`src/rtl/rec_fetch_pkg.sv`:
```
// -----------------------------------------------------------------------------
// rec_fetch_pkg
// Shared types and constants for the recovery-code ROM fetcher:
//   fetch_state_e : sequencer states (IDLE, FETCH, DRAIN)
//   fifo_entry_t  : one buffered ROM word together with its byte address
//   WORD_BYTES    : byte stride between consecutive 32-bit ROM words
//   word_addr()   : byte address of the idx-th word above a base address
// -----------------------------------------------------------------------------
package rec_fetch_pkg;

    localparam int unsigned WORD_BYTES = 4;

    typedef enum logic [1:0] {
        IDLE  = 2'd0,
        FETCH = 2'd1,
        DRAIN = 2'd2
    } fetch_state_e;

    typedef struct packed {
        logic [31:0] data;
        logic [31:0] addr;
    } fifo_entry_t;

    // 32-bit wraparound address of word idx counted from base
    function automatic logic [31:0] word_addr(input logic [31:0] base, input logic [31:0] idx);
        return base + (idx * 32'(WORD_BYTES));
    endfunction

endpackage

```
`src/rtl/rec_fetch_fifo.sv`:
```
// -----------------------------------------------------------------------------
// rec_fetch_fifo
// Small synchronous FIFO of fifo_entry_t used as the fetcher's output buffer.
// Ports:
//   clk_i, rst_ni : clock, asynchronous active-low reset
//   flush_i       : drop all contents (wins over push/pop)
//   push_i        : write push_data_i at the tail
//   push_data_i   : entry to write
//   pop_i         : discard the head entry (caller guarantees non-empty)
//   head_o        : current head entry (meaningful only when count_o != 0)
//   count_o       : number of stored entries
// DEPTH must be a power of two so the pointers wrap naturally.
// -----------------------------------------------------------------------------
module rec_fetch_fifo
    import rec_fetch_pkg::*;
#(
    parameter int unsigned DEPTH = 2
) (
    input  logic                          clk_i,
    input  logic                          rst_ni,
    input  logic                          flush_i,
    input  logic                          push_i,
    input  fifo_entry_t                   push_data_i,
    input  logic                          pop_i,
    output fifo_entry_t                   head_o,
    output logic [$clog2(DEPTH+1)-1:0]    count_o
);

    localparam int unsigned PTR_W = $clog2(DEPTH);
    localparam int unsigned CNT_W = $clog2(DEPTH + 1);

    fifo_entry_t        mem_r [DEPTH];
    logic [PTR_W-1:0]   wr_ptr_r;
    logic [PTR_W-1:0]   rd_ptr_r;
    logic [CNT_W-1:0]   count_r;

    // Storage, pointers and occupancy; flush empties the buffer in one cycle
    always_ff @(posedge clk_i or negedge rst_ni) begin
        if (!rst_ni) begin
            for (int unsigned i = 0; i < DEPTH; i++) begin
                mem_r[i] <= '0;
            end
            wr_ptr_r <= PTR_W'(0);
            rd_ptr_r <= PTR_W'(0);
            count_r  <= CNT_W'(0);
        end else if (flush_i) begin
            wr_ptr_r <= PTR_W'(0);
            rd_ptr_r <= PTR_W'(0);
            count_r  <= CNT_W'(0);
        end else begin
            if (push_i) begin
                mem_r[wr_ptr_r] <= push_data_i;
                wr_ptr_r        <= wr_ptr_r + PTR_W'(1);
            end
            if (pop_i) begin
                rd_ptr_r <= rd_ptr_r + PTR_W'(1);
            end
            case ({push_i, pop_i})
                2'b10:   count_r <= count_r + CNT_W'(1);
                2'b01:   count_r <= count_r - CNT_W'(1);
                default: count_r <= count_r;
            endcase
        end
    end

    assign head_o  = mem_r[rd_ptr_r];
    assign count_o = count_r;

endmodule

```
`src/rtl/rec_rom_fetcher.sv`:
```
// -----------------------------------------------------------------------------
// rec_rom_fetcher
// Walks the recovery-code ROM from ROM_BASE on start_i, issuing one-cycle-
// latency reads, buffers the returned words and streams them to the recovery
// injector over a valid/ready handshake.
// Ports:
//   clk_i, rst_ni          : clock, asynchronous active-low reset
//   start_i                : begin a sequence (ignored while busy)
//   abort_i                : cancel the sequence and flush the buffer
//   busy_o, done_o         : sequence active / last word accepted pulse
//   rom_req_o, rom_addr_o  : ROM read request and byte address
//   rom_rdata_i            : ROM data, valid the cycle after a request
//   instr_valid_o/ready_i  : output stream handshake
//   instr_o, instr_addr_o  : fetched word and its byte address
// Optional build macro REC_FETCH_CHECKSUM_EN adds parameter EXP_CHECKSUM and
// outputs checksum_o (XOR of accepted words) and checksum_ok_o.
// -----------------------------------------------------------------------------
module rec_rom_fetcher
    import rec_fetch_pkg::*;
#(
    parameter logic [31:0] ROM_BASE     = 32'h0004_0080,
    parameter int unsigned CODE_WORDS   = 16,
`ifdef REC_FETCH_CHECKSUM_EN
    parameter logic [31:0] EXP_CHECKSUM = 32'h0000_0000,
`endif
    parameter int unsigned FIFO_DEPTH   = 2
) (
    input  logic        clk_i,
    input  logic        rst_ni,
`ifdef REC_FETCH_CHECKSUM_EN
    output logic [31:0] checksum_o,
    output logic        checksum_ok_o,
`endif
    input  logic        start_i,
    input  logic        abort_i,
    output logic        busy_o,
    output logic        done_o,
    output logic        rom_req_o,
    output logic [31:0] rom_addr_o,
    input  logic [31:0] rom_rdata_i,
    output logic        instr_valid_o,
    input  logic        instr_ready_i,
    output logic [31:0] instr_o,
    output logic [31:0] instr_addr_o
);

    localparam int unsigned CNT_W  = $clog2(CODE_WORDS + 1);
    localparam int unsigned FCNT_W = $clog2(FIFO_DEPTH + 1);
    localparam logic [CNT_W-1:0] LAST_IDX = CNT_W'(CODE_WORDS - 1);

    fetch_state_e       state_r;
    fetch_state_e       state_s;
    logic [CNT_W-1:0]   issue_cnt_r;
    logic [CNT_W-1:0]   accept_cnt_r;
    logic               req_q_r;
    logic [31:0]        addr_q_r;

    logic               rom_req_s;
    logic               busy_s;
    logic               done_s;
    logic               start_ok_s;
    logic               credit_s;
    logic               pop_s;
    logic               head_valid_s;
    logic               fifo_empty_s;
    logic               fifo_push_s;
    logic               fifo_pop_s;
    logic [FCNT_W-1:0]  fifo_count_s;
    fifo_entry_t        fifo_head_s;
    fifo_entry_t        push_entry_s;
    fifo_entry_t        head_s;

    // A new sequence is only accepted from IDLE and never alongside abort
    assign start_ok_s = (state_r == IDLE) && start_i && !abort_i;

    // Credit counts buffered words plus the one in flight; pops this cycle are
    // deliberately not credited so the request path never sees instr_ready_i
    assign credit_s = (({1'b0, fifo_count_s} + {FCNT_W'(0), req_q_r}) < (FCNT_W + 1)'(FIFO_DEPTH));

    assign rom_addr_o   = word_addr(ROM_BASE, 32'(issue_cnt_r));
    assign push_entry_s = '{data: rom_rdata_i, addr: addr_q_r};

    // A response arriving into an empty buffer is presented immediately so a
    // two-entry buffer sustains one word per cycle
    assign fifo_empty_s = (fifo_count_s == FCNT_W'(0));
    assign head_valid_s = !fifo_empty_s || req_q_r;
    assign pop_s        = head_valid_s && instr_ready_i;
    assign fifo_push_s  = req_q_r && !(pop_s && fifo_empty_s);
    assign fifo_pop_s   = pop_s && !fifo_empty_s;

    // Sequencer state register
    always_ff @(posedge clk_i or negedge rst_ni) begin
        if (!rst_ni) begin
            state_r <= IDLE;
        end else begin
            state_r <= state_s;
        end
    end

    // Sequencer next-state logic; abort returns to IDLE from any state
    always_comb begin
        state_s = state_r;
        if (abort_i) begin
            state_s = IDLE;
        end else begin
            case (state_r)
                IDLE: begin
                    if (start_i) begin
                        state_s = FETCH;
                    end else begin
                        state_s = IDLE;
                    end
                end
                FETCH: begin
                    if (rom_req_s && (issue_cnt_r == LAST_IDX)) begin
                        state_s = DRAIN;
                    end else begin
                        state_s = FETCH;
                    end
                end
                DRAIN: begin
                    if (done_s) begin
                        state_s = IDLE;
                    end else begin
                        state_s = DRAIN;
                    end
                end
                default: state_s = IDLE;
            endcase
        end
    end

    // Sequencer outputs: request gating, busy and the completion pulse
    always_comb begin
        rom_req_s = 1'b0;
        busy_s    = 1'b0;
        case (state_r)
            IDLE: begin
                rom_req_s = 1'b0;
                busy_s    = 1'b0;
            end
            FETCH: begin
                rom_req_s = credit_s && !abort_i;
                busy_s    = 1'b1;
            end
            DRAIN: begin
                rom_req_s = 1'b0;
                busy_s    = 1'b1;
            end
            default: begin
                rom_req_s = 1'b0;
                busy_s    = 1'b0;
            end
        endcase
        done_s = busy_s && !abort_i && pop_s && (accept_cnt_r == LAST_IDX);
    end

    // Issue and accept counters, cleared when a sequence starts
    always_ff @(posedge clk_i or negedge rst_ni) begin
        if (!rst_ni) begin
            issue_cnt_r  <= CNT_W'(0);
            accept_cnt_r <= CNT_W'(0);
        end else if (start_ok_s) begin
            issue_cnt_r  <= CNT_W'(0);
            accept_cnt_r <= CNT_W'(0);
        end else begin
            if (rom_req_s) begin
                issue_cnt_r <= issue_cnt_r + CNT_W'(1);
            end
            if (pop_s && busy_s) begin
                accept_cnt_r <= accept_cnt_r + CNT_W'(1);
            end
        end
    end

    // Response tracking: req_q_r marks the cycle rom_rdata_i is valid; it is
    // never set by an abort cycle because rom_req_s is gated by abort_i
    always_ff @(posedge clk_i or negedge rst_ni) begin
        if (!rst_ni) begin
            req_q_r  <= 1'b0;
            addr_q_r <= 32'h0000_0000;
        end else begin
            req_q_r <= rom_req_s;
            if (rom_req_s) begin
                addr_q_r <= rom_addr_o;
            end else begin
                addr_q_r <= addr_q_r;
            end
        end
    end

    rec_fetch_fifo #(
        .DEPTH       (FIFO_DEPTH)
    ) u_fifo (
        .clk_i       (clk_i),
        .rst_ni      (rst_ni),
        .flush_i     (abort_i),
        .push_i      (fifo_push_s),
        .push_data_i (push_entry_s),
        .pop_i       (fifo_pop_s),
        .head_o      (fifo_head_s),
        .count_o     (fifo_count_s)
    );

    // Output head selection: buffered head, else bypassed response, else zero
    always_comb begin
        head_s = '0;
        if (!fifo_empty_s) begin
            head_s = fifo_head_s;
        end else if (req_q_r) begin
            head_s = push_entry_s;
        end else begin
            head_s = '0;
        end
    end

    assign rom_req_o     = rom_req_s;
    assign busy_o        = busy_s;
    assign done_o        = done_s;
    assign instr_valid_o = head_valid_s;
    assign instr_o       = head_s.data;
    assign instr_addr_o  = head_s.addr;

`ifdef REC_FETCH_CHECKSUM_EN
    logic [31:0] checksum_r;
    logic        checksum_ok_r;
    logic [31:0] checksum_next_s;
    logic        checksum_match_s;

    assign checksum_next_s  = checksum_r ^ head_s.data;
    assign checksum_match_s = (checksum_next_s == EXP_CHECKSUM);

    // Running XOR of accepted words and the sticky match flag
    always_ff @(posedge clk_i or negedge rst_ni) begin
        if (!rst_ni) begin
            checksum_r    <= 32'h0000_0000;
            checksum_ok_r <= 1'b0;
        end else if (start_ok_s) begin
            checksum_r    <= 32'h0000_0000;
            checksum_ok_r <= 1'b0;
        end else begin
            if (pop_s && busy_s) begin
                checksum_r <= checksum_next_s;
            end
            if (done_s) begin
                checksum_ok_r <= checksum_match_s;
            end
        end
    end

    assign checksum_o    = checksum_r;
    // The last word is folded in combinationally so the flag rises with done_o
    assign checksum_ok_o = checksum_ok_r || (done_s && checksum_match_s);
`endif

endmodule
```
`config.mk`:
```
export PLATFORM = sky130hd
export DESIGN_NAME = rec_rom_fetcher
export DESIGN_NICKNAME = d
export VERILOG_FILES = /design/src/rtl/rec_fetch_pkg.sv /design/src/rtl/rec_fetch_fifo.sv /design/src/rtl/rec_rom_fetcher.sv
export SDC_FILE = /design/constraint.sdc
export NUM_CORES = 1
export LEC_CHECK = 0
export BUFFER_PORTS_ARGS = -buffer_cell sky130_fd_sc_hd__buf_2
export CORE_AREA = 2 2 99 172
export DETAILED_ROUTE_END_ITERATION = 7
export DIE_AREA = 0 0 101 174
export HOLD_SLACK_MARGIN = 0.02
export PLACE_DENSITY = 0.71
export SETUP_SLACK_MARGIN = 0.15
export SLEW_MARGIN = 20
export SYNTH_ARGS = -nofsm -noshare
export SYNTH_HDL_FRONTEND = slang
export SYNTH_HIERARCHICAL = 1
export SYNTH_SLANG_ARGS = --single-unit
```
`constraint.sdc`:
```
create_clock -name clk_i -period 5.21 [get_ports clk_i]
set_input_delay 0.2605 -clock clk_i [delete_from_list [all_inputs] [get_ports clk_i]]
set_output_delay 0.2605 -clock clk_i [all_outputs]
set_load 0.05 [all_outputs]
```
Word-level counts from Yosys, hierarchy flattened
Cells that the tools add are included.
- register bits after elaboration: 177
- input bits: 37
- output and inout port bits: 100
- word-level logic and storage cells: 84
- add/subtract/negate cells: 8
- order comparisons: 4
- eq/ne operators: 6
- muxes and demuxes: 25
- bitwise operators: 3
- reductions and logical operators: 26
- operators with widths (kind ; number):
    64-bit 2-to-1 mux ; 6
    128-bit bitwise mux ; 1
    64-bit demux with 1-bit select ; 1
    19-bit by 7-bit adder with 20-bit output (first input constant) ; 1
    5-bit 2-to-1 mux ; 4
    1-bit logical AND ; 13
    5-bit by 1-bit adder with 5-bit output (second input constant) ; 2
    5-bit by 4-bit == test with 1-bit output (second input constant) ; 2
    2-bit 2-to-1 mux ; 4
    2-bit nonzero test ; 4
    1-bit 2-to-1 mux ; 7
    2-bit case mux with 3 select lines ; 1
    2-bit by 1-bit == test with 1-bit output (second input constant) ; 2
    2-bit == test (second input constant) ; 2
    2-bit >= comparator (second input constant) ; 2
    2-bit zero test ; 2
    1-bit NOT with 2-bit output ; 2
    2-bit case mux with 2 select lines ; 1
    2-bit by 1-bit adder with 3-bit output ; 1
    1-bit zero test ; 3
    3-bit by 2-bit less-than comparator with 1-bit output (second input constant) ; 1
    3-bit nonzero test ; 1
    1-bit adder (second input constant) ; 2
    2-bit by 1-bit adder with 2-bit output (second input constant) ; 1
    other kinds (6) ; 6

Logic depth before layout (Yosys ltp)
- word-level depth: 10
- depth in mapped cells: 7
- gate-level depth less buffers: 6

Hierarchy
The synthesis kept the hierarchy.
- modules (own cells, without submodules) (module ; instances ; cells each ; area each (um^2) ; seq. area each (um^2)):
    rec_fetch_fifo ; 1 ; 359 ; 6033.3 ; 3303.2
    rec_rom_fetcher ; 1 ; 279 ; 1898.1 ; 475.5

Least setup slack after synthesis
OpenSTA, ideal clock, no wires.
- path type: register to output
- start point: register state_r[0]
- end point: output port done_o
- arrival: 2.351 ns
- required time: 4.950 ns
- path slack: 2.598 ns
- cell stages (with the launch flop): 5
- path buffers: 0
- path through: dfrtp_1 -> inv_1 -> ha_1 -> o311ai_2 -> nor3_1
- cells in the longest elaborated chain, start to end: 6
- elaborated cells between the ends (all ways): 7
- those cells by class: eq/ne (2); mux (1); reduce/logical (4)
- RTL lines (item ; line ; text):
    from (decl) ; rec_rom_fetcher.sv:51 ; fetch_state_e state_r;
    from (signal assigned) ; rec_rom_fetcher.sv:96 ; state_r <= state_s;
    2-bit == test or 2-bit by 1-bit == test with 1-bit output (tied branches) ; rec_rom_fetcher.sv:137 ; case (state_r)
    2-bit OR reduction (no source line) * ; - ;
    1-bit 2-to-1 mux * ; rec_rom_fetcher.sv:137 ;
    via busy_o ; rec_rom_fetcher.sv:36 ; output logic busy_o,
    1-bit logical AND * (3 in a row) ; rec_rom_fetcher.sv:155 ; done_s = busy_s && !abort_i && pop_s && (accept_cnt_r == LAST_IDX);
    to (decl) ; rec_rom_fetcher.sv:37 ; output logic done_o,
The timed path passes the listed nets; every way through them passes the cells marked *.

==> flow_summary.json <==
{
  "outcome": "finished, final reports clean",
  "whs_ps": 103,
  "worstSetupPathType": "flop to output pin",
  "initial_utilization_pct": 48.7,
  "cts-root-buf": "clkbuf_16",
  "timing.final.max_slew_violations": 0,
  "grt_antenna_before_repair": 0,
  "die_h_um": 174,
  "synth-edff-count": 0,
  "end_kind": "output pin",
  "wire_length_of_the_first_global_routing_pass_mm": 26.1,
  "htree_num_levels": 4,
  "drc_errors": 0,
  "ff2ff_setup_slack_ps": 2560,
  "ys_top_cells_by_area": "dfrtp_1, mux2_2, mux2_4",
  "crit_cells": 4,
  "gr-usage-met1_pct": 22.6,
  "placement_cell_area_sq_mm": 0.00858,
  "postCtsResizedCells": 0,
  "via_count_of_the_first_global_routing_pass": 5207,
  "power_density_mw_per_mm2": 554,
  "timing.critical_path.slowest_stage_cell": "dfrtp_2",
  "clock_tree_from_tritoncts": "yes",
  "layout.cells.most_common": "dfrtp_1",
  "cts-root-to-sink-buffers": 2,
  "max_slew.worst_pin.slew_ps": 904,
  "ys_types": 41,
  "detailedRoute.firstIterationViolations": 134,
  "worst_setup_hold_path_clk_slew_ps": 60,
  "gr-total-overflow": 0,
  "leakage_nw": 4.78,
  "dieArea_sq_mm": 0.0176,
  "antennaDiodeCount": 0,
  "core_region_area_sq_mm": 0.0163,
  "worstPathMaxFanout": 37,
  "leading_cell_types_in_the_layout_fill_and_taps_excluded": "dfrtp_1, mux2_2, buf_2, nand2_1, conb_1",
  "groute.usage.overall_pct": 18.9,
  "grt_max_degree": 92,
  "finalWeightedCongestion": 0.783,
  "syn_area_per_cell_sq_um": 12.4,
  "yosysWarningCount": 6,
  "critical-path-max-stage-delay_ps": 950,
  "ys_ff_latch": 151,
  "cts.sinks": 151,
  "layout_worst_path_cycle_share_pct": 55.4,
  "syn-instance-count": 638,
  "worst-r2r-cell-count": 5,
  "via_per_inst": 5.10,
  "hold_path_startpoint": "rom_rdata_i[14]",
  "post-route-min-period_ps": 2890,
  "yosysSeqAreaShare_pct": 47.6,
  "grt.met3_usage_pct": 3.58,
  "synthDominantAreaCellType": "dfrtp_1",
  "die_width_um": 101,
  "synth_top_area_share_pct": 47.6,
  "layout.nets": 832,
  "timing.critical_path.from": "u_fifo/rd_ptr_r",
  "fin_setup_tns_ps": 0,
  "numPortBuffers": 109,
  "hold_buffers": 1,
  "crit_end": "instr_addr_o[7]",
  "worst_setup_path_start_kind": "flop",
  "p_total_mw": 5.07,
  "required_ps": 4950,
  "timing.clock.skew_ps": 12.5,
  "peakVddDrop_mv": 0.346,
  "clk-insertion-delay-late_ps": 420,
  "synth_area_sq_mm": 0.00793,
  "detail-route-antenna-nets": 0,
  "ys.flop_type": "dfrtp_1",
  "io-pin-count": 137,
  "crit_path_cell_trace": "buf_4 > mux2_2 > a21o_1 > buf_2",
  "detailedPlacementHpwl_mm": 10.2,
  "cpLargestDelayFamily": "flip-flops",
  "grt_setup_unrepaired": "no",
  "vias": 5063,
  "detailedRoute.firstPassIterationCount": 6,
  "post_cts_setup_buffers": 0,
  "drt-total-wl_mm": 15.8,
  "relSlewSlack_pct": 39.7,
  "achievable-frequency_ghz": 0.347,
  "cts_inserted_buffers": 17,
  "post-route-cell-area_sq_mm": 0.00916,
  "maxCapViolCount": 0,
  "final_hold_viol_count": 0,
  "finalSetupViolCount": 0,
  "drive_gt1_share_pct": 44.1,
  "fill_cell_total_of_the_finished_layout": 1430,
  "gr-usage-met2_pct": 33.0,
  "reg2reg_to": "u_fifo/mem_r[68]",
  "wire_per_inst_um": 16.0,
  "synthArstFlopShare_pct": 100,
  "area_delta_synth_final_pct": 15.4,
  "critical_path_buf_inv_count": 2,
  "rr_startpoint": "u_fifo/count_o[0]",
  "final_standard_cell_utilization_of_the_core_pct": 56.2,
  "rows": 62,
  "global_route.peak_usage_layer": "met2",
  "worst_ep_arrival_time_ps": 2620,
  "hold_wc_path_type": "primary input to flop"
}
[sequential cells by signal (all words and copies together) (netlist names)]
signal / count
u_fifo/count_o: 2
req_q_r: 1
u_fifo/rd_ptr_r: 1
u_fifo/mem_r: 128
state_r: 2
addr_q_r: 6
u_fifo/wr_ptr_r: 1
issue_cnt_r: 5
accept_cnt_r: 5
[cells by family after synthesis]
| kind of cell | after synthesis | share of synthesized area, % |
|---|---|---|
| compound gates | 24 | 1.99 |
| buf+inv | 72 | 6.74 |
| simple gates | 179 | 10.9 |
| other cells | 2 | 0.0947 |
| xor+xnor | 5 | 0.552 |
| mux | 197 | 30.8 |
| fa+ha+maj | 8 | 1.26 |
| flops | 151 | 47.6 |
[routing by layer]
layer / up-vias / wire (um)
met3: 20 / 470
met1: 2546 / 6740
met5: - / 0
met4: 0 / 295
met2: 101 / 8340
li1: 2396 / -
[area by class of cell]
| class | instances | area [sq um] | share of cell area [%] |
|---|---|---|---|
| multi-input combinational | 490 | 3910 | 42.7 |
| inverter | 8 | 30.0 | 0.328 |
| clock buffer | 17 | 425 | 4.65 |
| timing repair buffer | 119 | 629 | 6.87 |
| clock inverter | 15 | 141 | 1.54 |
| sequential | 151 | 3780 | 41.3 |
| tap | 192 | 240 | 2.62 |
[power by group]
part / switching [mW] / internal (mW) / total, mW
clock network: 0.519 / 0.666 / 1.18
registers: 0.247 / 1.51 / 1.75
logic: 1.26 / 0.873 / 2.13
[synth_stat cells, types with 2 or more instances]
| library cell | instances |
|---|---|
| a211oi_1 | 2 |
| a21o_1 | 2 |
| a21oi_1 | 6 |
| and2_1 | 27 |
| and3_1 | 3 |
| buf_12 | 6 |
| buf_2 | 7 |
| buf_4 | 28 |
| buf_6 | 7 |
| clkbuf_1 | 15 |
| conb_1 | 2 |
| dfrtp_1 | 151 |
| ha_1 | 8 |
| inv_1 | 8 |
| mux2_2 | 136 |
| mux2_4 | 60 |
| nand2_1 | 81 |
| nand2b_1 | 2 |
| nand3_1 | 42 |
| nand3b_1 | 2 |
| nor2_1 | 7 |
| nor3_1 | 2 |
| nor3b_1 | 3 |
| o21ai_0 | 7 |
| or3_1 | 5 |
| xnor2_1 | 4 |
[per-stage QoR]
stage / setup WS, ps / std cells
CTS: 2290 / 992
global route: 2190 / 992
finish: 2320 / 992
detailed placement: 2570 / 959
floorplan: 2600 / 713
global placement: 2580 / 959
[how the worst min path moves through the flow]
stage	to	slack [ps]	cells after the start
finish	u_fifo/mem_r[110]	100	2
global route	u_fifo/mem_r[116]	90	2
CTS	u_fifo/mem_r[124]	90	2
detailed placement	u_fifo/mem_r[115]	390	1
global placement	u_fifo/mem_r[110]	380	1
floorplan	accept_cnt_r[0]	-40	0
[worst register-to-register path, cell delays in order (launching register included)]
cell      delay [ps]
dfrtp_1          550
nor2_2            60
a21boi_0         610
nor3b_4          310
buf_4            630
mux2_4           390
(Power assumes the default switching activity.)
